$ cat src/rtl/ravenoc_pkg.sv
// Shared NoC definitions: flit geometry, field widths, flit type tags and head payload layout.
package ravenoc_pkg;

  localparam int FlitWidth     = 34;
  localparam int FlitDataWidth = FlitWidth - 2;
  localparam int XWidth        = 2;
  localparam int YWidth        = 2;
  localparam int PktWidth      = 8;
  localparam int MinDataWidth  = FlitDataWidth - XWidth - YWidth - PktWidth;
  localparam int VcWidth       = 2;

  typedef enum logic [1:0] {
    HEAD_FLIT = 2'b01,
    BODY_FLIT = 2'b10,
    TAIL_FLIT = 2'b11
  } flit_type_t;

  // Layout of the data field of a HEAD flit, MSB first.
  typedef struct packed {
    logic [XWidth-1:0]       x_dest;
    logic [YWidth-1:0]       y_dest;
    logic [PktWidth-1:0]     pkt_size;
    logic [MinDataWidth-1:0] hdata;
  } s_flit_head_data_t;

endpackage

$ cat src/rtl/flit_out_reg.sv
// One-slot valid/ready output register: holds a flit until the consumer takes it,
// and can refill in the same cycle it drains.
module flit_out_reg
  import ravenoc_pkg::*;
(
  input  logic                 clk,
  input  logic                 arst,
  input  logic                 load_i,
  input  logic [FlitWidth-1:0] flit_i,
  input  logic                 ready_i,
  output logic [FlitWidth-1:0] fdata_o,
  output logic                 valid_o,
  output logic                 load_ok_o
);

  logic [FlitWidth-1:0] flit_q, flit_d;
  logic                 valid_q, valid_d;
  logic                 load;

  assign load_ok_o = !valid_q || ready_i;
  // A held flit is never overwritten before its handshake.
  assign load      = load_i && load_ok_o;

  // NOTE: every variable gets a default before any branch so always_comb never infers a latch.
  always_comb begin
    flit_d  = flit_q;
    valid_d = valid_q;
    if (load) begin
      flit_d  = flit_i;
      valid_d = 1'b1;
    end else if (ready_i) begin
      valid_d = 1'b0;
    end
  end

  // NOTE: state registers use non-blocking assignment so every flop samples the pre-edge values.
  always_ff @(posedge clk) begin
    if (arst) begin
      // NOTE: the data slot is reset too, because fdata_o must read 0 straight after reset.
      flit_q  <= '0;
      valid_q <= 1'b0;
    end else begin
      flit_q  <= flit_d;
      valid_q <= valid_d;
    end
  end

  assign fdata_o = flit_q;
  assign valid_o = valid_q;

endmodule

$ cat src/rtl/flit_packetizer.sv
// Serializes a packet descriptor plus payload words into HEAD/BODY/TAIL flits for a VC buffer.
// Optional macro FLIT_TX_STATS_EN adds saturating packet and flit handshake counters.
module flit_packetizer
  import ravenoc_pkg::*;
#(
  parameter int VcId = 0
`ifdef FLIT_TX_STATS_EN
  ,
  parameter int StatWidth = 16
`endif
) (
  input  logic                    clk,
  input  logic                    arst,
  input  logic                    pkt_valid_i,
  output logic                    pkt_ready_o,
  input  logic [XWidth-1:0]       x_dest_i,
  input  logic [YWidth-1:0]       y_dest_i,
  input  logic [PktWidth-1:0]     pkt_size_i,
  input  logic [MinDataWidth-1:0] head_data_i,
  input  logic                    data_valid_i,
  output logic                    data_ready_o,
  input  logic [FlitDataWidth-1:0] data_i,
  output logic [FlitWidth-1:0]    fdata_o,
  output logic                    valid_o,
  input  logic                    ready_i,
  output logic [VcWidth-1:0]      vc_id_o,
  output logic                    busy_o
`ifdef FLIT_TX_STATS_EN
  ,
  output logic [StatWidth-1:0]    pkt_cnt_o,
  output logic [StatWidth-1:0]    flit_cnt_o
`endif
);

  typedef enum logic {
    ST_IDLE,
    ST_PAYLOAD
  } state_t;

  state_t               state_q, state_d;
  logic [PktWidth-1:0]  rem_q, rem_d;
  logic                 load_ok;
  logic                 load;
  logic [FlitWidth-1:0] flit_next;
  s_flit_head_data_t    head_fields;

  assign head_fields = '{
    x_dest:   x_dest_i,
    y_dest:   y_dest_i,
    pkt_size: pkt_size_i,
    hdata:    head_data_i
  };

  always_comb begin
    state_d      = state_q;
    rem_d        = rem_q;
    load         = 1'b0;
    flit_next    = '0;
    pkt_ready_o  = 1'b0;
    data_ready_o = 1'b0;
    unique case (state_q)
      ST_IDLE: begin
        pkt_ready_o = load_ok;
        if (pkt_valid_i && load_ok) begin
          load      = 1'b1;
          flit_next = {HEAD_FLIT, head_fields};
          rem_d     = pkt_size_i;
          if (pkt_size_i != '0) state_d = ST_PAYLOAD;
        end
      end
      ST_PAYLOAD: begin
        data_ready_o = load_ok;
        if (data_valid_i && load_ok) begin
          load      = 1'b1;
          flit_next = (rem_q > PktWidth'(1)) ? {BODY_FLIT, data_i} : {TAIL_FLIT, data_i};
          // rem_q is at least 1 here, so the decrement cannot wrap.
          rem_d     = rem_q - PktWidth'(1);
          if (rem_q == PktWidth'(1)) state_d = ST_IDLE;
        end
      end
      default: state_d = ST_IDLE;
    endcase
  end

  always_ff @(posedge clk) begin
    if (arst) begin
      state_q <= ST_IDLE;
      rem_q   <= '0;
    end else begin
      state_q <= state_d;
      rem_q   <= rem_d;
    end
  end

  flit_out_reg u_out_reg (
    .clk       (clk),
    .arst      (arst),
    .load_i    (load),
    .flit_i    (flit_next),
    .ready_i   (ready_i),
    .fdata_o   (fdata_o),
    .valid_o   (valid_o),
    .load_ok_o (load_ok)
  );

  assign vc_id_o = VcWidth'(VcId);
  assign busy_o  = (state_q != ST_IDLE) || valid_o;

`ifdef FLIT_TX_STATS_EN
  logic                 flit_hs, head_hs;
  logic [StatWidth-1:0] pkt_cnt_q, pkt_cnt_d, flit_cnt_q, flit_cnt_d;

  assign flit_hs = valid_o && ready_i;
  assign head_hs = flit_hs && (flit_type_t'(fdata_o[FlitWidth-1 -: 2]) == HEAD_FLIT);

  always_comb begin
    pkt_cnt_d  = pkt_cnt_q;
    flit_cnt_d = flit_cnt_q;
    if (head_hs && (pkt_cnt_q != '1))  pkt_cnt_d  = pkt_cnt_q + StatWidth'(1);
    if (flit_hs && (flit_cnt_q != '1)) flit_cnt_d = flit_cnt_q + StatWidth'(1);
  end

  always_ff @(posedge clk) begin
    if (arst) begin
      pkt_cnt_q  <= '0;
      flit_cnt_q <= '0;
    end else begin
      pkt_cnt_q  <= pkt_cnt_d;
      flit_cnt_q <= flit_cnt_d;
    end
  end

  assign pkt_cnt_o  = pkt_cnt_q;
  assign flit_cnt_o = flit_cnt_q;
`else
  // Statistics counters are compiled out in this build.
`endif

endmodule

$ cat config.mk
export PLATFORM = sky130hd
export DESIGN_NAME = flit_packetizer
export DESIGN_NICKNAME = d
export VERILOG_FILES = /design/src/rtl/ravenoc_pkg.sv /design/src/rtl/flit_out_reg.sv /design/src/rtl/flit_packetizer.sv
export SDC_FILE = /design/constraint.sdc
export NUM_CORES = 1
export LEC_CHECK = 0
export BUFFER_PORTS_ARGS = -buffer_cell sky130_fd_sc_hd__buf_2
export CORE_ASPECT_RATIO = 1.75
export CORE_MARGIN = 2
export CORE_UTILIZATION = 38
export CTS_BUF_LIST = sky130_fd_sc_hd__clkbuf_4 sky130_fd_sc_hd__clkbuf_8
export CTS_CLUSTER_DIAMETER = 30
export CTS_CLUSTER_SIZE = 40
export DETAILED_ROUTE_END_ITERATION = 16
export GPL_TIMING_DRIVEN = 0
export PLACE_DENSITY = 0.72
export RECOVER_POWER = 50
export SETUP_SLACK_MARGIN = 0.05
export SLEW_MARGIN = 20
export SYNTH_ARGS = -nofsm -noshare
export SYNTH_HDL_FRONTEND = slang
export SYNTH_SLANG_ARGS = --single-unit
$ cat constraint.sdc
create_clock -name clk -period 1.3 [get_ports clk]
set_clock_uncertainty 0.1 [all_clocks]
set_input_delay 0 -clock clk [delete_from_list [all_inputs] [get_ports clk]]
set_output_delay 0 -clock clk [all_outputs]
set_load 0.005 [all_outputs]
==> results.toml <==
[status]
status = "finished with violations"
violations = "negative hold slack, negative setup slack"

[grt]
grtUsageMet2_pct = 48.8
grt_max_degree = 14
antenna_found_initial = 0
grt_util_all_layers_pct = 24.9
met1_usage_pct = 22.7
grt_overflow = 0
grt_pass1_wl_um = 11400
busiest_layer = "met2"
grt_pass1_vias = 2562
met3_usage_pct = 3.85

[synth]
netlist.area_leader.share_pct = 43.6
synth-seq-cells = 44
synthArstFlopShare_pct = 0
syn_inst = 243
yosysWarnings = 0
syn-cell-area_um2 = 2020
synth_edf_count = 0
synth_cell_types = 34
synth_flop_cell = "dfxtp_1"
synth_area_leaders = "dfxtp_1, a22oi_1, a21oi_1"
yosys.area.top_type = "dfxtp_1"
ys_seq_area_share_pct = 43.6
syn_avg_cell_area_um2 = 8.32

[sta]
maxSlewViolCount = 0
hold_viol = 1
hold-worst-slack_ns = -0.0472
setup_ws_ns = -0.214
final.min_clock_period_ns = 1.51
rsz0062_at_grt = "yes"
setup_tns_ns = -6.15
slew_headroom_pct = 60.3
period_share_pct = 116
fmax_mhz = 660
tightest_slew_ns = 0.595
setup_viol = 43

[routing]
drc = 0
via_per_inst = 5.45
antenna_left = 0
avgRoutedWirePerCell_um = 16.9
drt_pre_antenna_iters = 4
vias = 2661
drtIter0Drc = 184
finalWirelength_um = 8260

[clock_network]
root_buffer = "clkbuf_8"
clkLatencyLatePin_ns = 0.30
cts_sinks = 44
cts_tree = "yes"
tritoncts.num_buffers = 5
clock_path_buffers = 2
cts_hold_buf = 64
clk_pin_slew_ns = 0.08
htree_levels = 2

[layout]
drive_above_1_share_pct = 47.8
fin_cells = 488
design_area_um2 = 3870
seq_area_um2 = 895
final_common_cell = "buf_2"
antennaDiodeCount = 0
final_util_pct = 74.3
nNetsFinal = 503
layout_common_cells = "buf_2, dlygate4sd3_1, dfxtp_1, a21oi_1, nand2_1"
syn2layout_area_growth_pct = 91.6
multi_input_area_um2 = 1290
nFillCells = 343

[placement]
pre_cts_slack_ns = -0.278
dpl_cell_area_um2 = 2650
dp.cells = 404
dp_hpwl_um = 4390
globalplace.congestion = 0.817
io_buffers = 105

[power]
peakVddDrop_mv = 0.730
p_per_area_nw_per_um2 = 977
power_mw = 3.78
p_leak_nw = 1.65

[setup_path]
worst-r2r-setup-slack_ns = -0.21
cp_max_fo = 7
cp-endpoint = "u_out_reg.fdata_o[0]$_SDFFE_PP0P_"
r2r-end = "u_out_reg.fdata_o[0]$_SDFFE_PP0P_"
r2r.worst_path.cells = 6
r2r_start = "state_q$_SDFF_PP0_"
cp.arrival_ns = 1.58
critPathMaxStageDelay_ns = 0.38
cp-start-kind = "register"
crit_start = "state_q$_SDFF_PP0_"
cp.required_ns = 1.37
slowest_stage = "dfxtp_4"
worstPathCellList = "mux2i_4, or2_4, buf_12, clkbuf_16, nand2_2, a21oi_1"
path_class = "reg2reg"
cp-end-kind = "register"

[die]
initial_core_util_pct = 38.8
dieArea_um2 = 5940
coreArea_um2 = 5210
die_h_um = 100
die_w_um = 59.1
ios = 109
fp-row-count = 35

[min_path]
min_path_type = "in2reg"
worstHoldStart = "ready_i"

[flow_run]
maxCapViolCount = 0
==> synth_stat cells, types with 2 or more instances <==
cell / instances
a211oi_1: 3
a21oi_1: 42
a22oi_1: 32
a31oi_1: 3
and3_1: 3
buf_2: 10
buf_4: 2
buf_8: 3
clkbuf_1: 6
dfxtp_1: 44
ha_1: 2
inv_1: 4
nand2_1: 37
nand2b_1: 4
nand3_1: 2
nor2_1: 12
nor2b_1: 5
nor3_1: 2
nor4_1: 3
o21a_1: 2
o21ai_0: 7
o32ai_1: 3
==> worst min-delay path by stage <==
stage,to,depth (start not counted)
floorplan,data_ready_o,2
global placement,u_out_reg.fdata_o[29]$_SDFFE_PP0P_,3
detailed placement,u_out_reg.fdata_o[31]$_SDFFE_PP0P_,3
CTS,u_out_reg.valid_o$_SDFFE_PP0P_,3
global route,u_out_reg.valid_o$_SDFFE_PP0P_,3
finish,u_out_reg.valid_o$_SDFFE_PP0P_,3
==> layer usage <==
layer / vias to the layer above / share of wire [%]
met3: 31 / 4.8
met5: - / 0
met4: 0 / 4.3
met1: 1260 / 36
met2: 118 / 55
li1: 1252 / -
==> power by group <==
part	internal (mW)	leakage, nW	switching, mW	total [mW]
registers	1.47	0.365	0.110	1.58
logic	0.702	1.23	0.602	1.30
clock network	0.424	0.0510	0.471	0.895
total	2.60	1.65	1.18	3.78
==> registers in the layout, indices dropped and copies added, names as in the netlist <==
name / count
u_out_reg.fdata_o: 34
rem_q: 8
state_q: 1
u_out_reg.valid_o: 1
==> timing repair <==
item	CTS	global route
pin swaps	0	17
hold endpoints to repair	37	1
resized for setup	29	76
cloned	1	3
setup endpoints to repair	46	46
setup buffers	4	5
==> worst max-delay path: cells and delay by family, from the launching register on <==
family	cells	cell delay (ns)
compound gates	1	0.06
buf+inv	2	0.30
flops	1	0.38
mux	1	0.19
simple gates	2	0.35
==> area by class of cell <==
class | count | area share, %
Buffer | 21 | 5.37
Clock buffer | 6 | 2.13
Timing Repair Buffer | 181 | 33.6
Sequential cell | 44 | 23.1
Clock inverter | 2 | 0.259
Multi-Input combinational cell | 175 | 33.4
Inverter | 4 | 0.388
Tap cell | 55 | 1.78
==> kinds of logic (layout without fill, tap and decap cells) <==
logic type               Yosys count  in the layout  synth area share (%)
multiplexers                       2              2                  1.24
AND/OR/NAND/NOR                   74             75                  16.9
flip-flops                        44             44                  43.6
other                              1              2                 0.186
buffers and inverters             26            214                  7.86
AO/OA/AOI/OAI                     94             94                  29.0
adder cells (fa/ha/maj)            2              2                  1.24
No activity file was read; power rests on OpenSTA's default activity.
